--- config.mk ---
export PLATFORM = sky130hd
export DESIGN_NAME = eaglesong_squeeze_seq
export DESIGN_NICKNAME = d
export VERILOG_FILES = /design/src/rtl/eaglesong_pkg.sv /design/src/rtl/eaglesong_squeeze_seq.sv
export SDC_FILE = /design/constraint.sdc
export NUM_CORES = 1
export LEC_CHECK = 0
export ABC_AREA = 0
export ABC_CLOCK_PERIOD_IN_PS = 2350
export CAP_MARGIN = 40
export CORE_AREA = 2 2 615 617
export CTS_CLUSTER_DIAMETER = 200
export DETAILED_ROUTE_END_ITERATION = 10
export DIE_AREA = 0 0 617 619
export GPL_TIMING_DRIVEN = 0
export HOLD_SLACK_MARGIN = 0.08
export MAX_ROUTING_LAYER = met4
export SKIP_LAST_GASP = 1
export SLEW_MARGIN = 20
export SYNTH_ARGS = -nofsm -noshare
export SYNTH_HDL_FRONTEND = slang
export SYNTH_SLANG_ARGS = --single-unit
--- constraint.sdc ---
create_clock -name clk -period 2.35 [get_ports clk]
set_input_delay 0.47 -clock clk [delete_from_list [all_inputs] [get_ports clk]]
set_output_delay 0.47 -clock clk [all_outputs]
set_load 0.05 [all_outputs]
--- src/rtl/eaglesong_pkg.sv ---
// Shared types and constants for the Eaglesong sponge blocks: state shape,
// rate width, squeeze FSM encoding and the output byte-mask helper.
package eaglesong_pkg;

   localparam int unsigned STATE_WORDS = 16;
   localparam int unsigned RATE_WORDS  = 8;
   localparam int unsigned LEN_W       = 7;

   typedef logic [STATE_WORDS-1:0][31:0] state_t;

   typedef enum logic [1:0] {
      IDLE      = 2'd0,
      EMIT      = 2'd1,
      PERM_WAIT = 2'd2
   } squeeze_state_e;

   // Keeps the top nbytes bytes of a big-endian word (byte0 = bits [31:24]).
   function automatic logic [31:0] byte_mask(input logic [2:0] nbytes);
      logic [31:0] m;
      case (nbytes)
         3'd1:    m = 32'hFF00_0000;
         3'd2:    m = 32'hFFFF_0000;
         3'd3:    m = 32'hFFFF_FF00;
         3'd4:    m = 32'hFFFF_FFFF;
         default: m = 32'h0000_0000;
      endcase
      return m;
   endfunction

endpackage

--- src/rtl/eaglesong_squeeze_seq.sv ---
// Eaglesong squeeze sequencer: streams rate words of the sponge state as bytes,
// requesting an external permutation whenever a rate block runs out.
module eaglesong_squeeze_seq
   import eaglesong_pkg::*;
#(
   parameter int unsigned MAX_OUT_BYTES = 64,
   parameter int unsigned RATE_WORDS    = 8
) (
   input  logic        clk,
   input  logic        rst,
   input  state_t      state_in,
   input  logic [6:0]  output_length_bytes,
   input  logic        load_valid,
   output logic        load_ready,
   output logic        perm_req,
   output state_t      perm_state_out,
   input  logic        perm_ack,
   input  state_t      perm_state_in,
   output logic [31:0] out_word,
   output logic [2:0]  out_nbytes,
   output logic        out_last,
   output logic        out_valid,
   input  logic        out_ready
);

   localparam int unsigned IDX_W = (RATE_WORDS > 1) ? $clog2(RATE_WORDS) : 1;
   localparam int unsigned SEL_W = $clog2(STATE_WORDS);
   localparam logic [LEN_W-1:0] MAX_LEN  = LEN_W'(MAX_OUT_BYTES);
   localparam logic [LEN_W-1:0] WORD_LEN = LEN_W'(4);
   localparam logic [IDX_W-1:0] LAST_IDX = IDX_W'(RATE_WORDS - 1);

   squeeze_state_e   fsm_q, fsm_d;
   state_t           state_q, state_d;
   logic [LEN_W-1:0] rem_q, rem_d;
   logic [IDX_W-1:0] idx_q, idx_d;
   logic             load_ready_q, load_ready_d;
   logic             out_valid_q, out_valid_d;
   logic             perm_req_q, perm_req_d;

   logic [LEN_W-1:0] req_len;
   logic [LEN_W-1:0] rem_after;
   logic [2:0]       cur_nbytes;
   logic [SEL_W-1:0] word_sel;
   logic [31:0]      cur_word;

   function automatic logic [LEN_W-1:0] clip_len(input logic [LEN_W-1:0] len);
      return (len > MAX_LEN) ? MAX_LEN : len;
   endfunction

   // Output word view: everything derives from registered state and counters.
   always_comb begin
      cur_nbytes = (rem_q >= WORD_LEN) ? 3'd4 : rem_q[2:0];
      word_sel   = SEL_W'(idx_q);
      cur_word   = state_q[word_sel] & byte_mask(cur_nbytes);
      rem_after  = rem_q - LEN_W'(cur_nbytes);
      req_len    = clip_len(output_length_bytes);
   end

   always_comb begin
      fsm_d   = fsm_q;
      state_d = state_q;
      rem_d   = rem_q;
      idx_d   = idx_q;

      unique case (fsm_q)
         IDLE: begin
            if (load_valid && load_ready_q) begin
               state_d = state_in;
               rem_d   = req_len;
               idx_d   = '0;
               // A zero-length request is consumed without ever leaving IDLE.
               if (req_len != '0) begin
                  fsm_d = EMIT;
               end
            end
         end
         EMIT: begin
            if (out_valid_q && out_ready) begin
               rem_d = rem_after;
               // Finishing takes priority so the last word never asks for a permutation.
               if (rem_after == '0) begin
                  fsm_d = IDLE;
               end else if (idx_q == LAST_IDX) begin
                  fsm_d = PERM_WAIT;
               end else begin
                  idx_d = idx_q + IDX_W'(1);
               end
            end
         end
         PERM_WAIT: begin
            if (perm_ack) begin
               state_d = perm_state_in;
               idx_d   = '0;
               fsm_d   = EMIT;
            end
         end
         default: begin
            fsm_d = IDLE;
         end
      endcase

      load_ready_d = (fsm_d == IDLE);
      out_valid_d  = (fsm_d == EMIT);
      perm_req_d   = (fsm_d == PERM_WAIT);
   end

   always_ff @(posedge clk) begin
      if (rst) begin
         fsm_q        <= IDLE;
         state_q      <= '0;
         rem_q        <= '0;
         idx_q        <= '0;
         load_ready_q <= 1'b1;
         out_valid_q  <= 1'b0;
         perm_req_q   <= 1'b0;
      end else begin
         fsm_q        <= fsm_d;
         state_q      <= state_d;
         rem_q        <= rem_d;
         idx_q        <= idx_d;
         load_ready_q <= load_ready_d;
         out_valid_q  <= out_valid_d;
         perm_req_q   <= perm_req_d;
      end
   end

   // Data outputs are forced to zero whenever no word is being offered.
   always_comb begin
      load_ready     = load_ready_q;
      out_valid      = out_valid_q;
      perm_req       = perm_req_q;
      perm_state_out = state_q;
      out_word       = out_valid_q ? cur_word : 32'h0;
      out_nbytes     = out_valid_q ? cur_nbytes : 3'd0;
      out_last       = out_valid_q && (rem_q <= WORD_LEN);
   end

endmodule
### Word-level counts from Yosys, hierarchy flattened

Index checks and enable logic that the tools add are counted.

| cells by class | value |
|---|---|
| $mul | 0 |
| multiplexer cells | 26 |
| bitwise operators | 1 |
| $lt $le $gt $ge | 4 |
| shifts and indexed selects | 0 |
| reductions and logical operators | 13 |
| add/subtract/negate cells | 2 |
| divide/modulo/power cells | 0 |
| equal/unequal tests | 14 |

Operators with widths:

| operator | count |
|---|---|
| $mux W512 | 2 |
| $pmux W512 S2 | 1 |
| $pmux W32 S4 | 1 |
| $bmux W32 S3 | 1 |
| $mux W32 | 2 |
| $and A32 B32 Y32 | 1 |
| $mux W3 | 7 |
| $mux W7 | 3 |
| $pmux W7 S2 | 1 |
| $mux W2 | 6 |
| $ne A2 B2 Y1 const B | 5 |
| $pmux W3 S3 | 1 |
| $ge A7 B3 Y1 const B | 1 |
| $gt A7 B7 Y1 const B | 1 |
| $le A7 B3 Y1 const B | 1 |
| $logic_not A7 Y1 | 1 |
| $reduce_bool A7 Y1 | 1 |
| $sub A7 B3 Y7 | 1 |
| $eq A3 B2 Y1 const B | 2 |
| $eq A3 B3 Y1 const B | 2 |
| $pmux W2 S3 | 1 |
| $reduce_and A3 Y1 | 2 |
| $reduce_and A6 Y1 | 1 |
| $lt A3 B5 Y1 const B | 1 |
| 8 further kinds | 14 |

| word-level totals | value |
|---|---|
| memories | 0 |
| bits in registers | 527 |
| logic and storage cells | 82 |
| output and inout bits | 551 |
| latch bits | 0 |
| bits in read-only memories | 0 |
| bits of input ports | 1,036 |
| memory bits (writable) | 0 |

### Logic depth before layout (Yosys ltp)

| logic depth | value |
|---|---|
| depth in word-level cells | 8 |
| mapped depth | 10 |
| mapped depth without buffers | 9 |

### Worst setup path before layout

Ideal clock, no wire load.

| path | value |
|---|---|
| path kind | reg-to-output |
| from | register idx_q[1] |
| to | output out_word[14] |
| path buffers | 2 |
| slack | 0.043 ns |
| required time | 1.880 ns |
| arrival | 1.837 ns |
| stages on the path, launching flop included | 6 |
| path through | dfxtp_1 > buf_2 > clkbuf_1 > mux4_2 > mux2i_1 > nor2_1 |

| between the ends | value |
|---|---|
| cells in the longest elaborated chain, start to end | 4 |

Ends and longest elaborated chain:

| what | line | source |
|---|---|---|
| start, declared | eaglesong_squeeze_seq.sv:35 | `logic [IDX_W-1:0] idx_q, idx_d;` |
| start signal, assigned | eaglesong_squeeze_seq.sv:120 | `idx_q <= idx_d;` |
| $bmux W32 S3 | eaglesong_squeeze_seq.sv:54 | `cur_word = state_q[word_sel] & byte_mask(cur_nbytes);` |
| $mux W32 (implied by the code) | eaglesong_squeeze_seq.sv:54 |  |
| $and A32 B32 Y32 | eaglesong_squeeze_seq.sv:54 |  |
| $mux W32 | eaglesong_squeeze_seq.sv:133 | `out_word = out_valid_q ? cur_word : 32'h0;` |
| end, declared | eaglesong_squeeze_seq.sv:19 | `output logic [31:0] out_word,` |

No other way between the ends. The select of a mux whose other input is x is not followed.

### Final worst setup path

| path | value |
|---|---|
| from | register idx_q[0] |
| to | output out_word[15] |

Same word-level chain as after synthesis.

==> results.py <==
metrics = {
    "routing": {
        "drt_iter0_markers": 4635,
        "drcViolationCount": 0,
        "wl_per_cell_um": 41.2,
        "first_pass_iters": 5,
        "via_per_inst": 3.61,
        "vias": 36800,
        "drt_wl_total_um": 420000,
        "antenna_left": 0,
    },
    "synthesis": {
        "ys_warn_count": 0,
        "synth_compound_area_share_pct": 19.1,
        "syn_nets": 4168,
        "synth_seq_cells": 527,
        "ys_types": 43,
        "synth_edf_count": 0,
        "muxShareOfSynthArea_pct": 7.11,
        "synthTopCellsByArea": "dfxtp_1 42%, a311oi_1 18%, nand2_1 16%",
        "syn_inst": 3128,
        "synth_fa_ha_area_share_pct": 0.201,
        "synth-seq-area-share_pct": 42.3,
        "synth_common_cells": "1035 x nand2_1, 554 x nor2_1, 527 x dfxtp_1, 514 x a311oi_1, 185 x buf_2",
        "synth-main-ff-cell": "dfxtp_1",
        "synth_top_family_by_area": "simple AND/OR/NAND/NOR gates",
        "synth-simple-area-share_pct": 24.9,
        "synth_xor_area_share_pct": 0.0351,
        "synth.avg_cell_area_um2": 7.97,
        "synth_top_area_cell": "dfxtp_1",
        "synth_top_area_share_pct": 42.3,
        "synth_most_common_cell": "nand2_1",
        "postSynth.asyncResetShare_pct": 0,
        "syn_area_um2": 24900,
    },
    "setup_path": {
        "path_buf_inv": 3,
        "start_kind": "flip-flop",
        "path_cells": "buf_12 > buf_16 > mux4_2 > mux2i_4 > nor2_2 > buf_6",
        "cp.depth": 6,
        "worstPathRequired_ns": 1.88,
        "worstSetupPathType": "reg -> out",
        "slowest_stage": "mux4_2",
        "path_max_fanout": 6,
        "critPathMaxStageDelay_ns": 0.66,
        "cp.arrival_ns": 2.88,
        "r2r_cells": 7,
        "endpoint_kind": "primary output",
        "cpLargestDelayFamily": "multiplexers",
    },
    "timing": {
        "setup_slack_ns": -1.00,
        "fin_worst_skew_ns": 0.0580,
        "max_slew_margin_pct": 37.4,
        "setup_viol": 36,
        "hold_ws_ns": 0.222,
        "tightest_slew_ns": 0.939,
        "rsz0062_at_grt": "yes",
        "max_freq_mhz": 298,
        "slew_viol_final": 0,
        "fin_crit_ns": 3.35,
        "fin_crit_sh_pct": 143,
        "hold_viol": 0,
    },
    "cts": {
        "clockRootBuffer": "clkbuf_16",
        "htreeDepth": 3,
        "numCtsBuffers": 82,
        "clock_latency_ns": 0.83,
        "clock-sinks": 527,
        "cts_tree": "yes",
        "path_clk_slew_ns": 0.07,
        "cts_hold_buffers": 0,
        "clock_path_buffers": 4,
    },
    "die": {
        "core_area_um2": 375000,
        "num_rows": 225,
        "num_io_pins": 1587,
        "start_util_pct": 6.65,
        "dieArea_um2": 382000,
        "die_y_um": 619,
        "die_x_um": 617,
    },
    "pwr": {
        "powerDensity_nw_per_um2": 705,
        "peakVddDrop_mv": 0.522,
        "leakage_nw": 19.6,
    },
    "hold_path": {
        "hold_class": "in -> reg",
        "min_path_cells": 3,
    },
    "layout": {
        "fill_cells": 42900,
        "area_delta_synth_final_pct": 114,
        "layout.nets": 5972,
        "drive_gt1_share_pct": 19.7,
        "final_area_um2": 53400,
    },
    "place": {
        "placed_area_um2": 49400,
        "finalWeightedCongestion": 1.04,
        "dp_hpwl_um": 382000,
        "port_buffers": 1585,
    },
    "global_routing": {
        "grt_pass1_wl_um": 490000,
        "grt_max_degree": 20,
        "grt_pass1_vias": 33100,
        "antenna_found_initial": 374,
        "grt_overflow": 0,
        "grt.total_usage_pct": 21.7,
    },
    "flow_run": {
        "cap_viol_max_count": 0,
    },
    "run_status": {
        "status": "finished with violations",
        "violations": "setup timing",
    },
}
[routing by layer]
layer	part of all wire, %	routed length [um]	track usage (%)	up-vias
met5	0	0	-	-
met4	3.1	13000	5.75	0
met3	14	60100	11.9	608
met2	45	188000	33.6	2754
met1	38	158000	23.8	18400
li1	-	-	-	15000
[sequential cells by signal, indices dropped and copies added (netlist names)]
name and count:
fsm_q 2, idx_q 3, load_ready 1, out_valid 1, perm_req 1, perm_state_out 512, rem_q 7
[worst paths after layout]
check	slack, ns	to	startpoint
worst max register to register	0.06	perm_state_out[417]	fsm_q[0]
worst min register to register	0.49	perm_state_out[480]	perm_state_out[480]
worst min-delay path	0.22	perm_state_out[37]	perm_state_in[37]
worst max-delay path	-1.00	out_word[15]	idx_q[0]
[timing repair]
item	CTS	global route
endpoints found under the hold margin	0	0
setup endpoints to repair	1046	71
pin swaps	8	15
resized for setup	1536	42
buffers inserted	14	23
cloned	2	1
[worst register-to-register path, stage by stage, from the launching register on]
cell and delay, ns:
dfxtp_2 0.42, nand2b_1 0.15, buf_6 0.23, buf_16 0.21
buf_4 0.29, buf_2 0.26, nand2_1 0.27, a311oi_1 0.34
[report_power, final]
| part | switching [mW] | internal [mW] | total (mW) |
|---|---|---|---|
| Combinational | 8.77 | 4.65 | 13.4 |
| Sequential | 1.39 | 9.93 | 11.3 |
| Clock | 5.64 | 7.26 | 12.9 |
| Total | 15.8 | 21.8 | 37.6 |
[cells in the final DEF, fill, tap and decap left out, drive strengths merged, types with 24 or more instances in the layout]
cell type         n
clkbuf          195
clkdlybuf4s15   194
mux2i            33
diode           211
dlygate4sd2     232
dfxtp           527
nand2          1036
clkinv           24
buf             482
mux4             64
clkdlybuf4s50  1034
nor2            554
a311oi          514
[logic make-up after synthesis]
family,Yosys count
adder cells (fa/ha/maj),4
multiplexers,97
other,2
AND/OR/NAND/NOR,1627
AO/OA/AOI/OAI,555
flip-flops,527
buffers and inverters,315
XOR/XNOR,1
[area by class of cell]
class                      instances  area [um2]  share of cell area [%]
clock buffer                     110        2310                    4.32
sequential                       527       10700                    20.0
multi-input combinational       2287       13100                    24.5
timing repair buffer            1723       18400                    34.4
buffer                           306        1830                    3.43
clock inverter                    35         358                   0.670
tap                             4994        6250                    11.7
inverter                           5        23.8                  0.0445
antenna                          211         528                   0.989
[stage by stage]
step	instances	utilization (%)	worst slack, ns	setup TNS, ns	power [mW]
floorplan	3128	-	0.0433	0	16.4
CTS	9967	14.0	-1.14	-32.35	38.0
global placement	9707	12.6	-2.64	-891.08	24.3
detailed placement	9825	13.2	-1.85	-414.49	25.2
global route	10200	14.2	-1.08	-31.27	38.8
finish	10200	14.3	-1.00	-27.97	37.6
Power figures use the tool's default switching activity.
